--- src/rtl/mult_share_arb.sv ---
// mult_share_arb
// Shares one sign-magnitude Q0.9 fractional multiplier among NREQ requesters.
// A round-robin arbiter grants one request per cycle into a two-stage
// registered pipeline. Each result is tagged with the issuing requester ID.
//
// Ports:
//   clk        - rising-edge clock
//   rst_n      - asynchronous active-low reset
//   req_valid  - per-requester request valid
//   req_ready  - per-requester accept (one-hot or zero)
//   req_a      - packed operand A, requester i in bits [10i+9:10i]
//   req_b      - packed operand B, same packing as req_a
//   res_valid  - result valid
//   res_ready  - downstream accept
//   res_c      - product, sign-magnitude Q0.9
//   res_id     - index of the requester that issued the result
//   op_count   - saturating count of completed results
//   busy       - high while either pipeline stage holds an entry
module mult_share_arb #(
    parameter int NREQ = 4,
    parameter int IDW  = 2,
    parameter int CNTW = 16
) (
    input  logic                 clk,
    input  logic                 rst_n,
    input  logic [NREQ-1:0]      req_valid,
    output logic [NREQ-1:0]      req_ready,
    input  logic [NREQ*10-1:0]   req_a,
    input  logic [NREQ*10-1:0]   req_b,
    output logic                 res_valid,
    input  logic                 res_ready,
    output logic [9:0]           res_c,
    output logic [IDW-1:0]       res_id,
    output logic [CNTW-1:0]      op_count,
    output logic                 busy
);

    logic [IDW-1:0]  rrPtr_q, rrPtr_d;
    logic            s1Valid_q, s1Valid_d;
    logic [9:0]      s1A_q, s1A_d;
    logic [9:0]      s1B_q, s1B_d;
    logic [IDW-1:0]  s1Id_q, s1Id_d;
    logic            s2Valid_q, s2Valid_d;
    logic [9:0]      resC_q, resC_d;
    logic [IDW-1:0]  resId_q, resId_d;
    logic [CNTW-1:0] opCount_q, opCount_d;

    logic            winFound;
    logic [IDW-1:0]  winIdx;
    logic            s2Adv;
    logic            s1Free;
    logic            accept;
    logic            outXfer;
    logic [17:0]     prod;

    // Pipeline flow control: stage 2 can take stage 1's entry when it is
    // empty or being drained this cycle, and stage 1 can take a new request
    // when it is empty or moving forward, so all three can happen together.
    assign s2Adv   = s1Valid_q & (~s2Valid_q | res_ready);
    assign s1Free  = ~s1Valid_q | s2Adv;
    assign accept  = winFound & s1Free;
    assign outXfer = s2Valid_q & res_ready;

    // Round-robin search starting at the pointer and wrapping around. The
    // index is kept below NREQ, so upper ID bits stay zero automatically.
    always_comb begin
        int idx;
        winFound = 1'b0;
        winIdx   = '0;
        idx      = 0;
        for (int k = 0; k < NREQ; k++) begin
            idx = int'(rrPtr_q) + k;
            if (idx >= NREQ) begin
                idx = idx - NREQ;
            end
            if (!winFound && req_valid[idx]) begin
                winFound = 1'b1;
                winIdx   = IDW'(idx);
            end
        end
    end

    // Only the winner sees ready, and only when stage 1 can take it.
    always_comb begin
        req_ready = '0;
        if (accept) begin
            req_ready[winIdx] = 1'b1;
        end
    end

    // Unsigned 9x9 magnitude product; the result keeps the top nine bits,
    // which truncates toward zero. The sign is a plain XOR, so a zero
    // magnitude may come out as negative zero.
    assign prod = {9'b0, s1A_q[8:0]} * {9'b0, s1B_q[8:0]};

    // Next-state logic for the pointer, both pipeline stages and the counter.
    always_comb begin
        rrPtr_d   = rrPtr_q;
        s1Valid_d = s1Valid_q;
        s1A_d     = s1A_q;
        s1B_d     = s1B_q;
        s1Id_d    = s1Id_q;
        s2Valid_d = s2Valid_q;
        resC_d    = resC_q;
        resId_d   = resId_q;
        opCount_d = opCount_q;

        if (accept) begin
            rrPtr_d = (winIdx == IDW'(NREQ - 1)) ? '0 : winIdx + 1'b1;
        end

        if (accept) begin
            s1Valid_d = 1'b1;
            s1A_d     = req_a[int'(winIdx) * 10 +: 10];
            s1B_d     = req_b[int'(winIdx) * 10 +: 10];
            s1Id_d    = winIdx;
        end else if (s2Adv) begin
            s1Valid_d = 1'b0;
        end

        if (s2Adv) begin
            s2Valid_d = 1'b1;
            resC_d    = {s1A_q[9] ^ s1B_q[9], prod[17:9]};
            resId_d   = s1Id_q;
        end else if (outXfer) begin
            s2Valid_d = 1'b0;
        end

        if (outXfer && !(&opCount_q)) begin
            opCount_d = opCount_q + 1'b1;
        end
    end

    // State registers; reset throws away anything in flight.
    always_ff @(posedge clk or negedge rst_n) begin
        if (!rst_n) begin
            rrPtr_q   <= '0;
            s1Valid_q <= 1'b0;
            s1A_q     <= '0;
            s1B_q     <= '0;
            s1Id_q    <= '0;
            s2Valid_q <= 1'b0;
            resC_q    <= '0;
            resId_q   <= '0;
            opCount_q <= '0;
        end else begin
            rrPtr_q   <= rrPtr_d;
            s1Valid_q <= s1Valid_d;
            s1A_q     <= s1A_d;
            s1B_q     <= s1B_d;
            s1Id_q    <= s1Id_d;
            s2Valid_q <= s2Valid_d;
            resC_q    <= resC_d;
            resId_q   <= resId_d;
            opCount_q <= opCount_d;
        end
    end

    assign res_valid = s2Valid_q;
    assign res_c     = resC_q;
    assign res_id    = resId_q;
    assign op_count  = opCount_q;
    assign busy      = s1Valid_q | s2Valid_q;

endmodule

--- config.mk ---
export PLATFORM = sky130hd
export DESIGN_NAME = mult_share_arb
export DESIGN_NICKNAME = d
export VERILOG_FILES = /design/src/rtl/mult_share_arb.sv
export SDC_FILE = /design/constraint.sdc
export NUM_CORES = 1
export LEC_CHECK = 0
export BUFFER_PORTS_ARGS = -buffer_cell sky130_fd_sc_hd__buf_2
export CAP_MARGIN = 20
export CORE_AREA = 2 2 118 120
export CTS_CLUSTER_SIZE = 8
export DETAILED_ROUTE_END_ITERATION = 7
export DIE_AREA = 0 0 120 122
export SETUP_SLACK_MARGIN = 0.4
export SYNTH_ARGS = -nofsm -noshare
export SYNTH_HDL_FRONTEND = slang
export SYNTH_SLANG_ARGS = --single-unit
--- constraint.sdc ---
create_clock -name clk -period 4.1 [get_ports clk]
set_clock_uncertainty 0.2 [all_clocks]
set_input_delay 0.615 -clock clk [delete_from_list [all_inputs] [get_ports clk]]
set_output_delay 0.615 -clock clk [all_outputs]
set_load 0.05 [all_outputs]
==> results.json, run 1 <==
{
  "crit_type": "reg2reg",
  "crit_slowest_cell": "fa_1",
  "core_sq_um": 13500,
  "antenna_found_initial": 0,
  "cp-end-kind": "register",
  "tritoncts": "built",
  "vias": 4313,
  "grt_pass1_wl_microns": 19800,
  "hpwl_microns": 10100,
  "place_congestion": 0.839,
  "avgSynthCellArea_sq_um": 9.61,
  "grt_max_degree": 37,
  "wl_microns": 12500,
  "cp.required_ns": 4.06,
  "ys_ff_latch": 54,
  "min_period_over_period_pct": 104,
  "hold_path_class": "in2async",
  "drc": 0,
  "cts_buffer_depth": 2,
  "n_antenna_cell": 0,
  "yosysWarnings": 0,
  "synth-edff-count": 0,
  "fin_tns_setup_ns": -0.993,
  "clock-sinks": 54,
  "mostFrequentLayoutCells": "buf_2, inv_1, nand2_1",
  "synth_area_sq_um": 5220,
  "arrival_ns": 4.22,
  "final-hold-violation-count": 0,
  "die_h_microns": 122,
  "die_w_microns": 120,
  "yosysSeqAreaShare_pct": 25.9,
  "violations": "setup timing",
  "synth_top_family_by_area": "adder cells",
  "final_area_sq_um": 6760,
  "antenna_left": 0,
  "ys_async_sr_fraction_pct": 100,
  "path_max_fanout": 7,
  "drt_iter0_drc": 111,
  "grt_setup_unrepaired": "true",
  "critPathMaxStageDelay_ns": 0.56,
  "worst-path-buf-inv": 1,
  "fillers": 1272,
  "fmax_ghz": 0.235,
  "clk_latency_ns": 0.29,
  "pre_cts_ws_ns": -0.357,
  "drt_pass1_iterations": 5,
  "setup_violations": 8,
  "core.rowCount": 43,
  "syn_inst": 543,
  "first_global_vias": 4248,
  "placed_cell_area_sq_um": 6350,
  "vias_per_cell": 4.90,
  "grtUsageTotal_pct": 16.9,
  "clkSlewWorstSetupHoldPaths_ns": 0.07,
  "status": "complete, but fails checks",
  "min_period_ns": 4.26,
  "critPathTopFamily": "adder cells",
  "cp_common_cell": "fa_1",
  "max-slew-margin-rel_pct": 51.8,
  "utilization_pct": 50.0,
  "wl_per_cell_microns": 14.2,
  "layout_commonest_cell": "buf_2",
  "crit_chain": "buf_4, and2_1, fa_2, fa_1, fa_1, fa_1, ha_4, a21oi_4, nor2b_1, a211o_1, a31oi_2, xor2_1, o21ai_1",
  "grt_overflow_total": 0,
  "synthXorXnorAreaFrac_pct": 4.20,
  "yosys.area_share.simple_pct": 15.2,
  "cts_hold_buf": 0,
  "cp-start-kind": "register",
  "clockRootBuffer": "clkbuf_16",
  "synthMuxAreaShare_pct": 8.32,
  "cts_inserted_buffers": 5,
  "syn2layout_area_growth_pct": 29.5,
  "dieArea_sq_um": 14600,
  "final_nets": 874,
  "drv_cap": 0,
  "port_buffers": 120,
  "setup_ws_ns": -0.158,
  "pin_count": 121,
  "h-tree-depth": 2,
  "final_max_slew_viol_count": 0,
  "syn_nets": 718,
  "synth_compound_area_share_pct": 10.9,
  "synth.distinct_cells": 43,
  "synth-main-ff-cell": "dfrtp_1",
  "worst-slew-pin-transition_ns": 0.721,
  "synthAdderAreaFrac_pct": 28.1,
  "drive_gt1_share_pct": 35.1,
  "start_util_pct": 38.6
}
==> synthesized netlist by cell type, drive strengths merged (2+ instances only) <==
cell type	number	area, sq um
nor2	8	30.0
mux2	3	33.8
and3	2	18.8
a31oi	2	12.5
ha	39	488
nand4	4	31.3
o21ai	16	80.1
inv	69	259
xnor2	19	166
xor2	6	52.6
a21oi	11	55.1
nand2b	5	31.3
and2	46	288
buf	12	70.1
a21o	25	188
nand3	10	55.1
dfrtp	54	1350
fa	49	981
nor2b	2	12.5
clkbuf	15	56.3
a211o	2	17.5
nor4	3	33.8
nand2	67	251
o22ai	22	138
mux2i	40	400
==> flip-flops by register name, summed over array words and instances (netlist names) <==
signal and count:
res_valid 1, s1B_q 10, res_id 2, s1A_q 10, op_count 16, res_c 10, s1Id_q 2, rrPtr_q 2
s1Valid_q 1
==> routing by layer <==
layer / vias to the layer above / part of all wire [%] / track usage, %
met4: 0 / 1.9 / 5.37
li1: 2090 / - / -
met2: 72 / 53 / 30.0
met3: 16 / 3.1 / 2.67
met5: - / 0 / 0
met1: 2135 / 42 / 21.1
==> worst reg2reg max path, stage by stage, from the launching register on <==
cell and delay (ns):
dfrtp_2 0.46, buf_4 0.16, and2_1 0.17, fa_2 0.37
fa_1 0.52, fa_1 0.52, fa_1 0.56, ha_4 0.22
a21oi_4 0.15, nor2b_1 0.06, a211o_1 0.32, a31oi_2 0.20
xor2_1 0.16, o21ai_1 0.07
==> cell type report <==
type	instances	area, sq um	area share, %
inverter	69	259	3.83
clock inverter	2	12.5	0.185
sequential	54	1370	20.2
multi-input combinational	393	3700	54.8
tap	180	225	3.33
timing repair buffer	176	1050	15.6
clock buffer	6	139	2.06
==> stage by stage <==
step / std cells / hold WS, ns
CTS: 871 / 0.136
global placement: 859 / 0.264
detailed placement: 859 / 0.267
floorplan: 543 / 0.119
global route: 880 / 0.171
finish: 880 / 0.114
==> worst paths after layout <==
check                                      from                      to  slack, ns  cells after the start
max in group asynchronous                 rst_n    res_c[0]$_DFFE_PN0P_       2.79                      2
setup / recovery           s1B_q[4]$_DFFE_PN0P_    res_c[3]$_DFFE_PN0P_      -0.16                     13
min in group clk           res_c[0]$_DFFE_PN0P_    res_c[0]$_DFFE_PN0P_       0.28                      2
hold / removal                            rst_n  rrPtr_q[1]$_DFFE_PN0P_       0.11                      1
setup reg to reg           s1B_q[4]$_DFFE_PN0P_    res_c[3]$_DFFE_PN0P_      -0.16                     13
hold reg to reg            res_c[0]$_DFFE_PN0P_    res_c[0]$_DFFE_PN0P_       0.28                      2
==> logic make-up after synthesis <==
logic type	Yosys count
AOI/OAI and AO/OA	85
xor gates and xnor gates	25
adders and majority gates	88
buffers and inverters	96
DFF	54
muxes	43
and+or+nand+nor	152
==> timing repair <==
item / 4_1_cts / 5_1_grt
pin swaps: 5 / 26
hold endpoints to repair: 0 / 0
setup endpoints to repair: 9 / 9
buffers inserted: 4 / 9
gates resized for setup: 19 / 36
Power of run 1 is not shown: default switching activity piles up to over one toggle a cycle in this logic, so the estimate is an artifact.
==> run 2: changes to the inputs <==
PLACE_DENSITY_LB_ADDON = 0.25   (was unset)
clock period = 5.2 ns   (was 4.1 ns; I/O delays follow)
==> run 2 against run 1 <==
Net effect: the run now ends clean; clock-buffer cell count down 1; non-clock buffer count decreased by 53; worst setup slack gained 0.75 ns; design area fell by 8.9%; critical path depth up 1; global-route usage shrank 0.075 points; maximum frequency down 7.6%; cell count shrank 6.0%; die area stayed put; first-iteration DRC count up 12%; highest routed layer unchanged.
==> results.json, run 2 (synthesis gave the netlist of run 1 again) <==
{
  "setup_violations": 0,
  "clock-sinks": 54,
  "fillers": 1324,
  "vias": 4056,
  "reg2reg_slack_ns": 0.59,
  "min_period_over_period_pct": 88.6,
  "r2r-end": "res_c[7]$_DFFE_PN0P_",
  "max-slew-margin-rel_pct": 50.5,
  "drt_pass1_iterations": 4,
  "start_util_pct": 38.6,
  "grtUsageTotal_pct": 16.8,
  "hpwl_microns": 9590,
  "reg2reg_from": "s1B_q[7]$_DFFE_PN0P_",
  "drc": 0,
  "hold_path.startpoint": "res_c[1]$_DFFE_PN0P_",
  "port_buffers": 120,
  "cp.required_ns": 5.15,
  "die_h_microns": 122,
  "wl_microns": 11900,
  "min_period_ns": 4.61,
  "worst-slew-pin-transition_ns": 0.743,
  "grt_setup_unrepaired": "false",
  "ff2ff_path_depth": 14,
  "fin_tns_setup_ns": 0,
  "drv_cap": 0,
  "place_congestion": 0.849,
  "pin_count": 121,
  "crit_type": "reg2reg",
  "final_nets": 821,
  "cp-end-kind": "register",
  "drive_gt1_share_pct": 23.8,
  "final-hold-violation-count": 0,
  "path_max_fanout": 10,
  "dieArea_sq_um": 14600,
  "tritoncts": "built",
  "clkSlewWorstSetupHoldPaths_ns": 0.07,
  "startpoint": "s1B_q[7]$_DFFE_PN0P_",
  "n_antenna_cell": 0,
  "grt_overflow_total": 0,
  "core_sq_um": 13500,
  "status": "finished, final reports clean",
  "hold_ws_ns": 0.283,
  "hold_depth": 2,
  "cts_inserted_buffers": 5,
  "drt_iter0_drc": 124,
  "core.rowCount": 43,
  "die_w_microns": 120,
  "layout_commonest_cell": "buf_2",
  "clk_latency_ns": 0.30,
  "arrival_ns": 4.56,
  "vias_per_cell": 4.90,
  "antenna_left": 0,
  "wl_per_cell_microns": 14.4,
  "final_max_slew_viol_count": 0,
  "antenna_found_initial": 0,
  "cts_buffer_depth": 2,
  "clockRootBuffer": "clkbuf_16",
  "utilization_pct": 45.6,
  "hold_path_end": "res_c[1]$_DFFE_PN0P_",
  "cp-start-kind": "register",
  "first_global_vias": 4130,
  "syn2layout_area_growth_pct": 18.0,
  "h-tree-depth": 2,
  "mostFrequentLayoutCells": "buf_2, inv_1, nand2_1",
  "fmax_ghz": 0.217,
  "hold_path_class": "reg2reg",
  "grt_max_degree": 55,
  "grt_pass1_wl_microns": 19800,
  "largest_reg_flops": 16
}
run 2: changes by cell type in the layout (fill, tap and decap cells not counted), moves of 7 or more:
cell / change
buf_4: -45
buf_6: -8
ha_1: +7
ha_4: -7
run 2: timing repair:
| action | CTS | global route |
|---|---|---|
| hold endpoints to repair | 0 | 0 |
| gates resized for setup | 1 | 13 |
| hold buffers | 0 | 0 |
| buffers inserted | 0 | 1 |
| gates cloned | 0 | 0 |
| setup endpoints to repair | 1 | 7 |
| pin swaps | 0 | 1 |
run 2: critical path, stage by stage, from the launching register on:
cell and delay [ns]:
dfrtp_1 0.49, and2_1 0.22, fa_1 0.48, fa_1 0.53, fa_1 0.55, inv_1 0.06, fa_1 0.52, inv_1 0.04
ha_1 0.35, and4_1 0.19, and2_1 0.18, a32oi_4 0.24, a21oi_1 0.14, xnor2_1 0.17, o21ai_0 0.09
run 2: how the worst max path moves through the flow:
stage	depth (start not counted)	endpoint
after CTS	14	res_c[7]$_DFFE_PN0P_
final	14	res_c[7]$_DFFE_PN0P_
after detailed placement	14	res_c[8]$_DFFE_PN0P_
after global placement	14	res_c[8]$_DFFE_PN0P_
after global routing	15	res_c[2]$_DFFE_PN0P_
after floorplan	15	res_c[8]$_DFFE_PN0P_
run 2: cell type report:
class | instances | area, sq um | area share [%]
Multi-Input combinational cell | 393 | 3510 | 57.1
Sequential cell | 54 | 1370 | 22.2
Timing Repair Buffer | 123 | 623 | 10.1
Inverter | 69 | 259 | 4.21
Tap cell | 180 | 225 | 3.66
Clock buffer | 5 | 125 | 2.03
Clock inverter | 3 | 45.0 | 0.732
run 2: layer usage:
layer,global-route usage (%),share of wire (%),vias up
li1,-,-,1983
met1,22.1,44,2006
met2,29.2,53,58
met3,2.53,2.6,9
met4,4.04,1.1,0
met5,0,0,-
run 2: metrics by stage:
stage	worst slack, ns	area, sq um	std cells
6_report	0.594	6160	827
5_1_grt	0.364	6160	827
4_1_cts	0.440	6120	826
3_5_place_dp	0.415	5950	818
3_3_place_gp	0.501	5950	818
2_1_floorplan	0.719	5220	543
Power of run 2 is left out for the same reason.
==> run 3: changes to the inputs <==
clock period = 3.9 ns   (was 5.2 ns; I/O delays follow)
==> run 3 against run 2 <==
Net effect: the run now ends with setup timing left; global-route usage grew 0.18 points; highest routed layer unchanged; utilization grew 4.6 points; worst setup slack lost 1.0 ns; critical path depth grew 2; register-to-register slack lost 1.0 ns; first-iteration DRC count grew 4.0%; sequential share of layout area shrank 2.0 points; clock-buffer cell count grew 1; design area grew 10%; via count grew 5.9%.
==> results.json, run 3 (synthesis gave the netlist of run 1 again) <==
{
  "max-slew-margin-rel_pct": 51.9,
  "min_period_ns": 4.35,
  "final_area_sq_um": 6780,
  "mostFrequentLayoutCells": "buf_2, inv_1, nand2_1",
  "violations": "setup timing",
  "drt_pass1_iterations": 4,
  "pin_count": 121,
  "placed_cell_area_sq_um": 6390,
  "port_buffers": 120,
  "drc": 0,
  "vias": 4296,
  "clockRootBuffer": "clkbuf_16",
  "cts_inserted_buffers": 5,
  "grtUsageTotal_pct": 17.0,
  "clock-sinks": 54,
  "first_global_vias": 4366,
  "grt_overflow_total": 0,
  "drt_iter0_drc": 129,
  "n_antenna_cell": 0,
  "crit_type": "reg2reg",
  "cp-start-kind": "register",
  "layout_commonest_cell": "buf_2",
  "startpoint": "s1B_q[2]$_DFFE_PN0P_",
  "grt_setup_unrepaired": "true",
  "reg2reg_from": "s1B_q[2]$_DFFE_PN0P_",
  "clkSlewWorstSetupHoldPaths_ns": 0.07,
  "r2r-end": "res_c[6]$_DFFE_PN0P_",
  "min_period_over_period_pct": 112,
  "grt_pass1_wl_microns": 20100,
  "place_congestion": 0.860,
  "syn2layout_area_growth_pct": 30.0,
  "critPathTopFamily": "adder cells",
  "final_nets": 882,
  "hold_ws_ns": 0.143,
  "antenna_left": 0,
  "setup_violations": 9,
  "die_h_microns": 122,
  "core.rowCount": 43,
  "ff2ff_path_depth": 16,
  "die_w_microns": 120,
  "fmax_ghz": 0.230,
  "wl_per_cell_microns": 13.9,
  "start_util_pct": 38.6,
  "hpwl_microns": 9940,
  "grt_max_degree": 42,
  "worst-path-buf-inv": 4,
  "path_max_fanout": 5,
  "h-tree-depth": 2,
  "worst-slew-pin-transition_ns": 0.721,
  "core_sq_um": 13500,
  "drv_cap": 0,
  "cp.required_ns": 3.86,
  "status": "complete, but fails checks",
  "fin_tns_setup_ns": -3.57,
  "final-hold-violation-count": 0,
  "cp-end-kind": "register",
  "drive_gt1_share_pct": 35.2,
  "final_max_slew_viol_count": 0,
  "dieArea_sq_um": 14600,
  "setup_ws_ns": -0.454,
  "cp.depth": 16,
  "antenna_found_initial": 0,
  "vias_per_cell": 4.84,
  "largest_reg_flops": 16,
  "critPathMaxStageDelay_ns": 0.50,
  "reg2reg_slack_ns": -0.45,
  "cp_common_cell": "fa_1",
  "cts_buffer_depth": 2,
  "clk_latency_ns": 0.30,
  "wl_microns": 12300,
  "arrival_ns": 4.32,
  "hold_path_class": "in2async",
  "crit_chain": "buf_4, buf_4, and2_1, ha_1, fa_1, fa_1, inv_1, fa_1, inv_2, ha_4, and4_1, and2_4, a32oi_4, o21bai_1, xnor2_1, o21ai_1",
  "tritoncts": "built",
  "utilization_pct": 50.2,
  "crit_slowest_cell": "fa_1"
}
==> run 3: changes by cell type in the layout (fill, tap and decap cells not counted), moves of 6 or more <==
cell and delta:
buf_4 +57, and2_1 -9, and2_4 +9, ha_1 -7, ha_4 +6
==> run 3: cell type report <==
cell class | instances | area, sq um
sequential | 54 | 1370
inverter | 69 | 259
multi-input combinational | 393 | 3680
clock inverter | 2 | 37.5
timing repair buffer | 184 | 1090
tap | 180 | 225
fill | 1273 | 6720
clock buffer | 6 | 129
==> run 3: worst reg2reg max path, stage by stage (launching register included) <==
cell	delay, ns
dfrtp_1	0.43
buf_4	0.16
buf_4	0.13
and2_1	0.14
ha_1	0.31
fa_1	0.50
fa_1	0.50
inv_1	0.05
fa_1	0.48
inv_2	0.05
ha_4	0.22
and4_1	0.19
and2_4	0.15
a32oi_4	0.34
o21bai_1	0.14
xnor2_1	0.16
o21ai_1	0.07
==> run 3: how the worst max path moves through the flow <==
stage,to
floorplan,res_c[7]$_DFFE_PN0P_
global placement,res_c[7]$_DFFE_PN0P_
finish,res_c[6]$_DFFE_PN0P_
detailed placement,res_c[7]$_DFFE_PN0P_
global route,res_c[6]$_DFFE_PN0P_
CTS,res_c[6]$_DFFE_PN0P_
==> run 3: per-layer routing <==
layer / GRT usage, % / up-vias / part of all wire (%)
met5: 0 / - / 0
met4: 5.00 / 0 / 1.7
met3: 1.73 / 11 / 2.1
met2: 30.7 / 61 / 54
met1: 21.5 / 2117 / 42
li1: - / 2107 / -
==> run 3: repair_timing <==
action                                  CTS  global route
pin swaps                                24            10
hold buffers                              0             0
setup buffers                            14             2
endpoints found under the setup margin    9             9
resized for setup                        30             8
==> run 3: per-stage QoR <==
step | setup WS, ns | cells
finish | -0.454 | 888
floorplan | -0.211 | 543
global route | -0.632 | 888
detailed placement | -0.516 | 864
CTS | -0.430 | 886
global placement | -0.439 | 864
Power of run 3 is left out for the same reason.
